<file path="config.mk">
export PLATFORM = sky130hd
export DESIGN_NAME = fetch_ctrl
export DESIGN_NICKNAME = d
export VERILOG_FILES = /design/src/rtl/fetch_ctrl.sv
export SDC_FILE = /design/constraint.sdc
export NUM_CORES = 1
export LEC_CHECK = 0
export CAP_MARGIN = 10
export CORE_MARGIN = 2
export CORE_UTILIZATION = 48
export CTS_BUF_LIST = sky130_fd_sc_hd__clkbuf_16
export DETAILED_ROUTE_END_ITERATION = 12
export GPL_TIMING_DRIVEN = 0
export PLACE_DENSITY = 0.82
export SYNTH_ARGS = -nofsm -noshare
export SYNTH_HDL_FRONTEND = slang
export SYNTH_SLANG_ARGS = --single-unit
</file>
<file path="constraint.sdc">
create_clock -name clk -period 6.4 [get_ports clk]
set_input_delay 1.92 -clock clk [delete_from_list [all_inputs] [get_ports clk]]
set_output_delay 1.92 -clock clk [all_outputs]
set_load 0.02 [all_outputs]
</file>
<file path="src/rtl/fetch_ctrl.sv">
// Instruction fetch controller: owns the PC, drives the IM address and registers
// fetched words into IF/ID. Optional perf counters are enabled by FETCH_PERF_EN.
module fetch_ctrl #(
   parameter logic [15:0] RESET_PC  = 16'h0000,
   parameter int          IM_BYTES  = 128,
   parameter logic [31:0] NOP_INSTR = 32'h00000013
) (
   input  logic        clk,
   input  logic        rst,
   input  logic        en,
   output logic [15:0] im_addr,
   input  logic [31:0] im_instr,
   input  logic        br_taken,
   input  logic [15:0] br_target,
   input  logic        id_ready,
   output logic        if_valid,
   output logic [31:0] if_instr,
   output logic [15:0] if_pc,
   output logic        fetch_err,
   output logic        halted
`ifdef FETCH_PERF_EN
   ,
   output logic [31:0] perf_fetched,
   output logic [31:0] perf_stall
`endif
);

   typedef enum logic [1:0] {
      BOOT = 2'b00,
      RUN  = 2'b01,
      HALT = 2'b10
   } state_t;

   localparam logic [15:0] LAST_PC = 16'(IM_BYTES - 4);

   state_t      state_r, state_s;
   logic [15:0] pc_r, pc_s;
   logic        valid_s;
   logic [31:0] instr_s;
   logic [15:0] ifpc_s;
   logic        err_s;
   logic        halted_s;
   logic        stall_s;
   logic        xfer_s;

   // A PC is fetchable when word aligned and inside the IM window (unsigned compare)
   function automatic logic legal_pc(input logic [15:0] a);
      return (a[1:0] == 2'b00) && (a <= LAST_PC);
   endfunction

   assign im_addr = pc_r;
   assign stall_s = if_valid & ~id_ready;
   assign xfer_s  = if_valid & id_ready;

   // Next-state and next-output decode; branch beats stall beats disable beats fetch
   always_comb begin
      state_s = state_r;
      pc_s    = pc_r;
      valid_s = if_valid;
      instr_s = if_instr;
      ifpc_s  = if_pc;
      err_s   = fetch_err;
      case (state_r)
         BOOT: begin
            state_s = RUN;
         end
         RUN: begin
            if (br_taken) begin
               pc_s    = br_target;
               valid_s = 1'b0;
               instr_s = NOP_INSTR;
               if (!legal_pc(br_target)) begin
                  err_s   = 1'b1;
                  state_s = HALT;
               end else begin
                  err_s   = fetch_err;
               end
            end else if (stall_s) begin
               pc_s = pc_r;
            end else if (!en) begin
               if (id_ready) begin
                  valid_s = 1'b0;
               end else begin
                  valid_s = if_valid;
               end
            end else begin
               if (pc_r > LAST_PC) begin
                  err_s   = 1'b1;
                  valid_s = 1'b0;
                  state_s = HALT;
               end else begin
                  instr_s = im_instr;
                  ifpc_s  = pc_r;
                  valid_s = 1'b1;
                  pc_s    = pc_r + 16'd4;
               end
            end
         end
         HALT: begin
            valid_s = 1'b0;
            if (br_taken) begin
               // an illegal target leaves the PC where it was
               if (legal_pc(br_target)) begin
                  pc_s    = br_target;
                  err_s   = 1'b0;
                  instr_s = NOP_INSTR;
                  state_s = RUN;
               end else begin
                  err_s   = 1'b1;
               end
            end else begin
               err_s = fetch_err;
            end
         end
         default: begin
            state_s = BOOT;
            valid_s = 1'b0;
         end
      endcase
      halted_s = (state_s == HALT);
   end

   // State, PC and IF/ID output registers
   always_ff @(posedge clk or posedge rst) begin
      if (rst) begin
         state_r   <= BOOT;
         pc_r      <= RESET_PC;
         if_valid  <= 1'b0;
         if_instr  <= NOP_INSTR;
         if_pc     <= 16'h0000;
         fetch_err <= 1'b0;
         halted    <= 1'b0;
      end else begin
         state_r   <= state_s;
         pc_r      <= pc_s;
         if_valid  <= valid_s;
         if_instr  <= instr_s;
         if_pc     <= ifpc_s;
         fetch_err <= err_s;
         halted    <= halted_s;
      end
   end

`ifdef FETCH_PERF_EN
   // Saturating transfer and stall counters
   always_ff @(posedge clk or posedge rst) begin
      if (rst) begin
         perf_fetched <= 32'h0000_0000;
         perf_stall   <= 32'h0000_0000;
      end else begin
         if (xfer_s && (perf_fetched != 32'hFFFF_FFFF)) begin
            perf_fetched <= perf_fetched + 32'd1;
         end
         if (stall_s && (perf_stall != 32'hFFFF_FFFF)) begin
            perf_stall <= perf_stall + 32'd1;
         end
      end
   end
`else
   logic unused_s;
   assign unused_s = xfer_s;
`endif

endmodule

</file>
-- Word level (Yosys, flattened, before mapping)
Cells that the tools add are included.
W data, S select, Z words.
- register bits after elaboration: 69
- output and inout bits: 67
- logic and storage cells: 71
- $add $sub $neg: 1
- $lt $le $gt $ge: 2
- eq/ne operators: 11
- mux-type cells: 36
- bitwise gates (word level): 6
- reductions and logical operators: 8
- operators by type and width (kind ; count):
    $mux W32 ; 6
    $mux W16 ; 6
    $pmux W32 S2 ; 1
    $pmux W16 S2 ; 1
    $add A16 B3 Y16 const B ; 1
    $gt A16 B7 Y1 const B ; 1
    $le A16 B7 Y1 const B ; 1
    $ne A3 B3 Y1 const B ; 5
    $mux W2 ; 7
    $mux W1 ; 12
    $reduce_and A6 Y1 ; 2
    $pmux W2 S3 ; 1
    $not A1 Y1 ; 5
    $reduce_and A5 Y1 ; 1
    $eq A2 B2 Y1 const B ; 2
    $logic_not A2 Y1 ; 2
    $ne A2 B2 Y1 const B ; 2
    $ne A4 B4 Y1 const B ; 1
    $pmux W1 S2 ; 2
    $reduce_and A3 Y1 ; 1
    $eq A2 B1 Y1 const B ; 1
    $reduce_bool A2 Y1 ; 1
    $and A1 B1 Y1 ; 1
    $logic_and A1 B1 Y1 ; 1

-- Longest topological paths before layout
Gate-level depths: netlist (run 1).
- depth in word-level cells: 7
- depth in mapped cells: 9
- gate-level depth less buffers: 7

-- Worst setup path before layout (run 1)
No wires, ideal clock.
- kind: input-to-reg
- from: input br_target[10]
- to: register pc_r[0] (netlist: im_addr[0])
- setup time: 0.125 ns
- arrival: 3.469 ns
- path slack: 2.806 ns
- stages on the path: 4
- cell sequence: or4_4 > or3_2 > a21oi_2 > mux2_2
- word-level cells in the longest chain between the ends: 4
- ends and longest elaborated chain (element ; RTL line ; source):
    from (decl) ; 14 ; input logic [15:0] br_target,
    $le A16 B7 Y1 ; 48 ; return (a[1:0] == 2'b00) && (a <= LAST_PC);
    $logic_and A1 B1 Y1 ; 48 ;
    $ne A2 B2 Y1 (no source line) ; -- ;
    $reduce_and A6 Y1 (no source line) ; -- ;
    to (signal assigned) ; 135 ; pc_r <= pc_s;
    to (decl) ; 37 ; logic [15:0] pc_r, pc_s;
Every way passes these cells.
A chain may end at the register's enable or synchronous reset.

-- Final worst setup path (run 1)
- from: input br_target[10]
- to: register pc_r[7] (netlist: im_addr[7])
Same word-level chain as after synthesis.

==> impl_metrics.env, run 1 <==
export IMPL_cts_setup_buffers=0
export IMPL_row_count=30
export IMPL_antenna_cells=0
export IMPL_gp_congestion=0.909
export IMPL_critPathMaxFanout=10
export IMPL_final_layout_size_suffix_gt1_frac=0.144
export IMPL_synth_distinct_cells=50
export IMPL_core_sq_um=6680
export IMPL_wirelength_um=8620
export IMPL_seq_area_frac_synth=0.529
export IMPL_setup_viol=0
export IMPL_p_leak_nw=2.11
export IMPL_cts_sinks=69
export IMPL_grt_pass1_vias=2958
export IMPL_fmax_mhz=255
export IMPL_drv_cap=0
export IMPL_dp_hpwl_um=6250
export IMPL_cp_num_buf_inv=2
export IMPL_antenna_found_initial=0
export IMPL_drt_iter0_markers=184
export IMPL_die_h_um=86.5
export IMPL_slew_violations=0
export IMPL_status="complete, no violations"
export IMPL_finalHoldViolations=0
export IMPL_cp_arrival_ns=4.11
export IMPL_vdd_drop_max_mv=0.284
export IMPL_cp_startpoint="br_target[10]"
export IMPL_grt_ovfl_total=0
export IMPL_die_area_sq_um=7490
export IMPL_h_tree_depth=3
export IMPL_period_share=0.612
export IMPL_syn_avg_cell_area_sq_um=9.91
export IMPL_worst_setup_path_start_kind="primary input"
export IMPL_ctsRootBufferMaster="clkbuf_16"
export IMPL_period_needed_ns=3.92
export IMPL_path_cells="clkdlybuf4s50_1 -> or4_4 -> o41ai_2 -> nand2_1 -> buf_4 -> nand2_1 -> a32oi_1"
export IMPL_grt_pass1_wl_um=14000
export IMPL_vias=3018
export IMPL_syn_inst=330
export IMPL_antenna_left=0
export IMPL_syn_nets=388
export IMPL_ios=120
export IMPL_numPortBuffers=119
export IMPL_crit_family="simple AND/OR/NAND/NOR gates"
export IMPL_drt_pass1_iter_count=5
export IMPL_initial_core_util=0.489
export IMPL_required_ns=6.59
export IMPL_p_per_area_nw_per_um2=462
export IMPL_clk_latency_ns=0.33
export IMPL_cts_tree="built"
export IMPL_r2r_start="state_r[0]"
export IMPL_synth_edff_count=0
export IMPL_wl_per_cell_um=15.8
export IMPL_crit_type="primary input to flip-flop"
export IMPL_hold_path_startpoint="if_pc[15]"
export IMPL_die_w_um=86.5
export IMPL_syn_cell_area_sq_um=3270
export IMPL_area_delta_synth_final_pct=49.9
export IMPL_fin_nets=518
export IMPL_cts_resized=0
export IMPL_max_slew_margin_rel=0.436
export IMPL_cpPeakStageDelay_ns=0.57
export IMPL_clk_pin_slew_ns=0.06
export IMPL_worst_pin_slew_ns=0.846
export IMPL_final_util=0.734
export IMPL_grt_max_degree=70
export IMPL_final_setup_tns_ns=0
export IMPL_min_path_type="flip-flop to flip-flop"
export IMPL_synthArstFlopShare=1.00
export IMPL_grtUsageTotal=0.242
export IMPL_crit_top_cell="nand2_1"
export IMPL_cts_hold_buf=0
export IMPL_vias_per_cell=5.55
export IMPL_yosysWarnings=0
export IMPL_cts_made_buffers=9
export IMPL_synth_ff_type="dfrtp_1"
export IMPL_slowest_stage="or4_4"
export IMPL_clock_path_buffers=2
export IMPL_drc=0
export IMPL_end_kind="flip-flop"
export IMPL_clock_skew_final_ns=0.00432
export IMPL_synth_seq_cells=69
export IMPL_rsz0062_at_grt="no"
path summary, 6_finish.rpt:
check | endpoint | slack, ns | depth (start not counted)
worst min-delay path | if_pc[15] | 0.50 | 1
worst max-delay path | im_addr[7] | 2.48 | 7
worst min register to register | if_pc[15] | 0.50 | 1
max in group asynchronous | im_addr[5] | 3.73 | 2
worst max register to register | if_instr[27] | 3.96 | 7
min in group asynchronous | if_pc[7] | 2.11 | 2
logic make-up after synthesis:
group                    Yosys count  synth area share
AND/OR/NAND/NOR                  149             0.222
AO/OA/AOI/OAI                     69             0.150
flip-flops                        69             0.529
adder cells (fa/ha/maj)            5            0.0191
multiplexers                      10            0.0341
buffers and inverters             28            0.0459
metal layers:
metal  part of all wire  up-vias  GRT usage
li1                   -     1428          -
met1               0.40     1445      0.300
met2               0.50      126      0.384
met3              0.081       19     0.0733
met4              0.025        0      0.125
met5                  0        -          0
final cells by class:
| cell class | instances | area, sq um |
|---|---|---|
| Inverter | 8 | 32.5 |
| Buffer | 20 | 120 |
| Clock buffer | 9 | 225 |
| Fill cell | 488 | 1780 |
| Multi-Input combinational cell | 233 | 1390 |
| Sequential cell | 69 | 1730 |
| Timing Repair Buffer | 119 | 1190 |
| Clock inverter | 6 | 113 |
| Tap cell | 80 | 100 |
Yosys cell counts (2+ instances only):
library cell | number | area share
a211oi_1 | 2 | 0.0046
nor3_1 | 7 | 0.011
mux2_2 | 9 | 0.031
nand3_1 | 33 | 0.051
buf_6 | 5 | 0.017
nor2_1 | 25 | 0.029
a22oi_2 | 2 | 0.0077
nor4_1 | 3 | 0.0057
or3_1 | 2 | 0.0038
o21ai_2 | 13 | 0.035
a31oi_1 | 4 | 0.0077
clkbuf_1 | 9 | 0.010
dfrtp_1 | 66 | 0.51
buf_2 | 2 | 0.0031
and3_1 | 2 | 0.0038
o22a_2 | 3 | 0.0092
nand2_1 | 52 | 0.060
ha_1 | 5 | 0.019
nor2b_1 | 8 | 0.015
nand2b_1 | 2 | 0.0038
buf_1 | 2 | 0.0023
inv_1 | 8 | 0.0092
dfstp_2 | 3 | 0.024
nand4_1 | 4 | 0.0077
o21ai_1 | 16 | 0.024
o21ai_0 | 8 | 0.012
a21oi_1 | 11 | 0.017
or4_1 | 2 | 0.0046
through the flow:
stage	setup slack, ns	power, mW	area, sq um	cells	hold WS [ns]
2_1_floorplan	2.75	1.27	3270	330	0.577
3_3_place_gp	1.63	1.68	4560	529	0.473
3_5_place_dp	2.18	1.70	4560	529	0.487
4_1_cts	2.51	2.28	4900	544	0.503
5_1_grt	2.39	2.39	4900	544	0.521
6_report	2.48	2.27	4900	544	0.496
layout by cell type (no fill, tap or decap), types with 3 or more instances in the layout:
master / instances
clkdlybuf4s50_1: 119
dfrtp_1: 66
nand2_1: 52
nand3_1: 33
nor2_1: 25
o21ai_1: 16
o21ai_2: 13
a21oi_1: 11
clkbuf_1: 9
mux2_2: 9
clkbuf_16: 9
o21ai_0: 8
nor2b_1: 8
inv_1: 7
nor3_1: 7
buf_6: 5
ha_1: 5
nand4_1: 4
a31oi_1: 4
nor4_1: 3
o22a_2: 3
bufinv_16: 3
dfstp_2: 3
power by group:
group          leakage [nW]  switching [mW]  internal, mW
clock                 0.165           0.182         0.379
combinational          1.06           0.520         0.457
sequential            0.888           0.133         0.594
sequential cells by signal, summed over array words and instances (netlist names):
signal,flops
if_pc,16
im_addr,16
fetch_err,1
if_valid,1
halted,1
state_r,2
if_instr,32
Power figures use the tool's default switching activity.
==> run 2: changes to the inputs <==
CORE_UTILIZATION = 45   (was 48)
PLACE_DENSITY = 0.78   (was 0.82)
clock period = 3.97 ns   (was 6.4 ns; I/O delays follow)
==> run 2 against run 1 <==
  * Count of clock-buffer cells in the layout stayed put
  * Register-to-register slack worse by 2.5 ns
  * Combinational power increased by 62%
  * Sequential cell count is the same
==> impl_metrics.env, run 2 (synthesized netlist as in run 1, its figures left out) <==
export IMPL_vias_per_cell=5.26
export IMPL_clock_skew_final_ns=0.00550
export IMPL_grt_max_degree=70
export IMPL_p_int_mw=2.37
export IMPL_final_setup_tns_ns=0
export IMPL_crit_type="primary input to flip-flop"
export IMPL_period_share=0.777
export IMPL_rrSetupSlack_ns=1.49
export IMPL_placed_cell_area_sq_um=4590
export IMPL_layout_commonest_cell="clkdlybuf4s50_1"
export IMPL_h_tree_depth=3
export IMPL_largest_register_ffs=32
export IMPL_min_path_type="flip-flop to flip-flop"
export IMPL_p_per_area_nw_per_um2=749
export IMPL_initial_core_util=0.458
export IMPL_final_layout_size_suffix_gt1_frac=0.142
export IMPL_antenna_left=0
export IMPL_timing_rr_end="if_pc[0]"
export IMPL_regMostFlops="if_instr"
export IMPL_p_switching_mw=1.33
export IMPL_switching_share=0.360
export IMPL_hold_path_startpoint="if_pc[14]"
export IMPL_die_area_sq_um=7960
export IMPL_die_h_um=89.2
export IMPL_grtUsageTotal=0.222
export IMPL_dp_hpwl_um=6150
export IMPL_grt_pass1_vias=2855
export IMPL_drc=0
export IMPL_slew_violations=0
export IMPL_holdPathStages=1
export IMPL_clk_latency_ns=0.33
export IMPL_drt_pass1_iter_count=4
export IMPL_pwr_share_comb=0.426
export IMPL_grt_pass1_wl_um=13500
export IMPL_antenna_cells=0
export IMPL_hold_end="if_pc[14]"
export IMPL_fin_nets=518
export IMPL_slowest_stage="or4_4"
export IMPL_cp_arrival_ns=3.27
export IMPL_layout_common_cells="119 x clkdlybuf4s50_1, 66 x dfrtp_1, 52 x nand2_1"
export IMPL_wirelength_um=8470
export IMPL_period_needed_ns=3.09
export IMPL_row_count=31
export IMPL_grt_ovfl_total=0
export IMPL_clockPowerShare=0.259
export IMPL_path_cells="clkdlybuf4s50_1 -> or4_4 -> o41ai_2 -> nand2_1 -> buf_4 -> nand2_1 -> a32oi_1"
export IMPL_crit_top_cell="nand2_1"
export IMPL_drv_cap=0
export IMPL_clk_pin_slew_ns=0.05
export IMPL_cts_hold_buf=0
export IMPL_drt_iter0_markers=254
export IMPL_regArea_sq_um=1730
export IMPL_pwr_share_seq=0.315
export IMPL_holdWs_ns=0.498
export IMPL_vdd_drop_max_mv=0.359
export IMPL_r2r_start="im_addr[2]"
export IMPL_critPathMaxFanout=10
export IMPL_end_kind="flip-flop"
export IMPL_gp_congestion=0.790
export IMPL_worst_pin_slew_ns=0.848
export IMPL_reg2reg_depth=7
export IMPL_fillCellCount=590
export IMPL_numPortBuffers=119
export IMPL_cts_sinks=69
export IMPL_finalHoldViolations=0
export IMPL_core_sq_um=7140
export IMPL_ctsRootBufferMaster="clkbuf_16"
export IMPL_die_w_um=89.2
export IMPL_multi_input_area_sq_um=1390
export IMPL_clock_path_buffers=2
export IMPL_setup_viol=0
export IMPL_area_delta_synth_final_pct=51.4
export IMPL_fmax_mhz=324
export IMPL_required_ns=4.16
export IMPL_wl_per_cell_um=15.0
export IMPL_rsz0062_at_grt="no"
export IMPL_cpPeakStageDelay_ns=0.56
export IMPL_status="complete, no violations"
export IMPL_antenna_found_initial=0
export IMPL_cts_tree="built"
export IMPL_vias=2967
export IMPL_cts_resized=0
export IMPL_power_mw=3.70
export IMPL_cts_made_buffers=9
export IMPL_max_slew_margin_rel=0.429
export IMPL_ios=120
export IMPL_cts_setup_buffers=0
export IMPL_worst_setup_path_start_kind="primary input"
export IMPL_p_leak_nw=2.12
export IMPL_final_area_sq_um=4950
## run 2: cell types whose count changed in the layout (fill, tap and decap cells not counted)
| cell | delta |
|---|---|
| bufinv_16 | +1 |
| clkinv_1 | +2 |
| clkinv_2 | -1 |
| clkinv_4 | -2 |
| inv_6 | +1 |
## run 2: power by group through the flow
| stage | Combinational (mW) | Clock, mW | Sequential [mW] |
|---|---|---|---|
| floorplan | 0.625 | 0 | 1.42 |
| global placement | 1.55 | 0 | 1.17 |
| detailed placement | 1.58 | 0 | 1.17 |
| CTS | 1.59 | 0.976 | 1.16 |
| global route | 1.71 | 1.00 | 1.20 |
| finish | 1.58 | 0.961 | 1.17 |
## run 2: final cells by class
| type | instances | share of cell area |
|---|---|---|
| Buffer | 20 | 0.0243 |
| Clock buffer | 9 | 0.0455 |
| Clock inverter | 7 | 0.0276 |
| Inverter | 8 | 0.00657 |
| Multi-Input combinational cell | 233 | 0.281 |
| Sequential cell | 69 | 0.350 |
| Tap cell | 99 | 0.0250 |
| Timing Repair Buffer | 119 | 0.241 |
## run 2: how the worst max path moves through the flow
stage / start / to / slack [ns] / cells after the start
global placement: rst / if_instr[10] / -0.12 / 2
global route: id_ready / im_addr[14] / 0.75 / 7
CTS: br_target[10] / im_addr[7] / 0.90 / 7
detailed placement: br_target[10] / im_addr[7] / 0.56 / 7
floorplan: rst / fetch_err / 1.04 / 1
finish: br_target[10] / im_addr[7] / 0.88 / 7
## run 2: routing by layer
metal / share of wire / track usage / vias to the layer above
li1: - / - / 1424
met1: 0.43 / 0.295 / 1412
met2: 0.48 / 0.355 / 117
met3: 0.071 / 0.0425 / 14
met4: 0.016 / 0.0977 / 0
met5: 0 / 0 / -
## run 2: per-stage QoR
step / worst slack, ns / instances / util
5_1_grt: 0.752 / 564 / 0.693
3_5_place_dp: 0.565 / 548 / 0.643
4_1_cts: 0.897 / 564 / 0.693
3_3_place_gp: -0.116 / 548 / 0.642
2_1_floorplan: 1.04 / 330 / -
6_report: 0.884 / 564 / 0.693
## run 2: worst max-delay path, delay by kind of cell
kind | cells | cell delay, ns
buffers and inverters | 2 | 0.62
AND/OR/NAND/NOR | 3 | 0.92
AO/OA/AOI/OAI | 2 | 0.53
==> RTL change (settings of run 2) <==
The parameter `IM_BYTES` goes from 128 to 64.
--- a/src/rtl/fetch_ctrl.sv
+++ b/src/rtl/fetch_ctrl.sv
@@ -4,3 +4,3 @@
    parameter logic [15:0] RESET_PC  = 16'h0000,
-   parameter int          IM_BYTES  = 128,
+   parameter int          IM_BYTES  = 64,
    parameter logic [31:0] NOP_INSTR = 32'h00000013
Formal check against the unedited RTL: not equivalent (a bounded check fails within 4 cycles, from zero or initial values and one cycle with rst high).
==> RTL change against run 2 <==
  * Power fell by 6.7%
  * Design area is 1.3% higher
  * Fmax is 0.35% higher
  * Clock skew increased by 0.00092 ns
  * Synthesized area up 4.0%
  * Cell count shrank 2.8%
  * Critical path depth shrank 1
  * Sequential cell count stayed put
  * Sequential share of layout area is 0.46 points lower
  * Wire length grew 6.3%
  * Worst setup slack better by 0.011 ns
  * Utilization shrank 0.57 points
==> RTL change: results (changes against run 2) <==
Power
  • Leakage dissipation: 2.15 nW (was 2.12 nW)
  • Power density relative to cell area: 689 nW/µm² (was 749 nW/µm²)
  • Peak ir drop on the vdd network: 357 µV (was 359 µV)

Timing
  • Worst-margin pin slew: 0.844 ns (was 0.848 ns)
  • Worst setup skew after layout: 0.00642 ns (was 0.00550 ns)

Setup path
  • Critical path's top delay family: buffers and inverters (was simple AND/OR/NAND/NOR gates)
  • Critical path's slowest cell: sky130_fd_sc_hd__clkdlybuf4s50_1 (was sky130_fd_sc_hd__or4_4)
  • Critical Path Max Stage Delay: 0.49 ns (was 0.56 ns)
  • Arrival time at the worst endpoint: 3.28 ns (was 3.27 ns)
  • Flop2flop setup slack: 1.57 ns (was 1.49 ns)

Route
  • Number of DRC markers after the initial detailed-route iteration: 198 (was 254)
  • Total number of vias: 2932 (was 2967)
  • Routed length per placed instance: 16.4 µm (was 15.0 µm)

Global routing
  • Global-route wire length before repair: 15000 µm (was 13500 µm)
  • Global-route usage over all layers: 0.225 (was 0.222)
  • Via count of the first global-routing pass: 3104 (was 2855)

Layout
  • Final Net Count: 502 (was 518)
  • Count of buffers not belonging to the clock network in the layout: 131 (was 139)
  • Number of multi-input logic gates: 191 (was 233)
  • Post-route insts no fill: 548 (was 564)
  • Data-path buffer share of cell area in the final layout: 0.250 (was 0.265)
  • Fill cells: 573 (was 590)
  • Final core area utilization: 0.688 (was 0.693)
  • Share of cells above drive strength 1: 0.100 (was 0.142)
  • Proportion of cell area occupied by multi-input gates: 0.287 (was 0.281)
  • Non-clock inverter total of the final layout: 42 (was 8)

Logic synthesis
  • Adder and majority cell fraction of the synthesized area: 0.0184 (was 0.0191)
  • Area fraction in compound gates after synthesis: 0.113 (was 0.150)
  • Net count of the mapped netlist: 373 (was 388)
  • Unique masters post-synth: 49 (was 50)
  • Seq/Total Area, Yosys: 0.509 (was 0.529)
  • Top cells by area, synth: sky130_fd_sc_hd__dfrtp_1 49%, sky130_fd_sc_hd__mux2i_1 9.7%, sky130_fd_sc_hd__inv_1 4.5% (was sky130_fd_sc_hd__dfrtp_1 51%, sky130_fd_sc_hd__nand2_1 6.0%, sky130_fd_sc_hd__nand3_1 5.1%)
  • Syn Area/Cell: 10.8 µm² (was 9.91 µm²)

Place
  • HPWL reported at the end of detailed placement: 6460 µm (was 6150 µm)
  • Port-buffer cells: 118 (was 119)
  • Final weighted congestion of routability-driven global placement: 0.870 (was 0.790)

Run status
  • Run status: complete, no violations (unchanged)
RTL change: cell count changes in the layout (fill, tap and decap cells not counted), moves of 7 or more:
cell	run 2	this run
sky130_fd_sc_hd__inv_1	7	40
sky130_fd_sc_hd__mux2_2	9	2
sky130_fd_sc_hd__mux2i_1	1	33
sky130_fd_sc_hd__nand2_1	52	40
sky130_fd_sc_hd__nand3_1	33	5
sky130_fd_sc_hd__nor2_1	25	9
sky130_fd_sc_hd__o21ai_1	16	0
sky130_fd_sc_hd__o21ai_2	13	0
RTL change: power by group:
part | internal (mW) | switching [mW] | total (mW)
Clock | 0.496 | 0.323 | 0.819
Sequential | 0.938 | 0.221 | 1.16
Combinational | 0.702 | 0.776 | 1.48
RTL change: final timing paths:
kind	from	end	cells past startpoint
worst max-delay path	br_target[11]	im_addr[3]$_DFFE_PP0P_	6
worst min-delay path	if_instr[4]$_DFFE_PP1P_	if_instr[4]$_DFFE_PP1P_	2
worst max register to register	state_r[1]$_DFF_PP0_	im_addr[3]$_DFFE_PP0P_	7
worst min register to register	if_instr[4]$_DFFE_PP1P_	if_instr[4]$_DFFE_PP1P_	2
max in group asynchronous	rst	if_instr[9]$_DFFE_PP0P_	2
min in group asynchronous	rst	if_instr[30]$_DFFE_PP0P_	2
RTL change: per-layer routing:
metal,GRT usage,vias to the layer above,wire length (µm)
met4,0.0934,0,193
li1,-,1365,-
met1,0.273,1415,3780
met5,0,-,0
met3,0.0456,23,549
met2,0.392,129,4480
RTL change: through the flow:
stage | worst slack (ns) | total power [mW] | hold WS, ns
CTS | 0.910 | 3.48 | 0.474
global route | 0.793 | 3.64 | 0.491
finish | 0.895 | 3.46 | 0.468
global placement | -0.141 | 2.59 | 0.452
detailed placement | 0.550 | 2.64 | 0.462
floorplan | 1.04 | 1.96 | 0.497
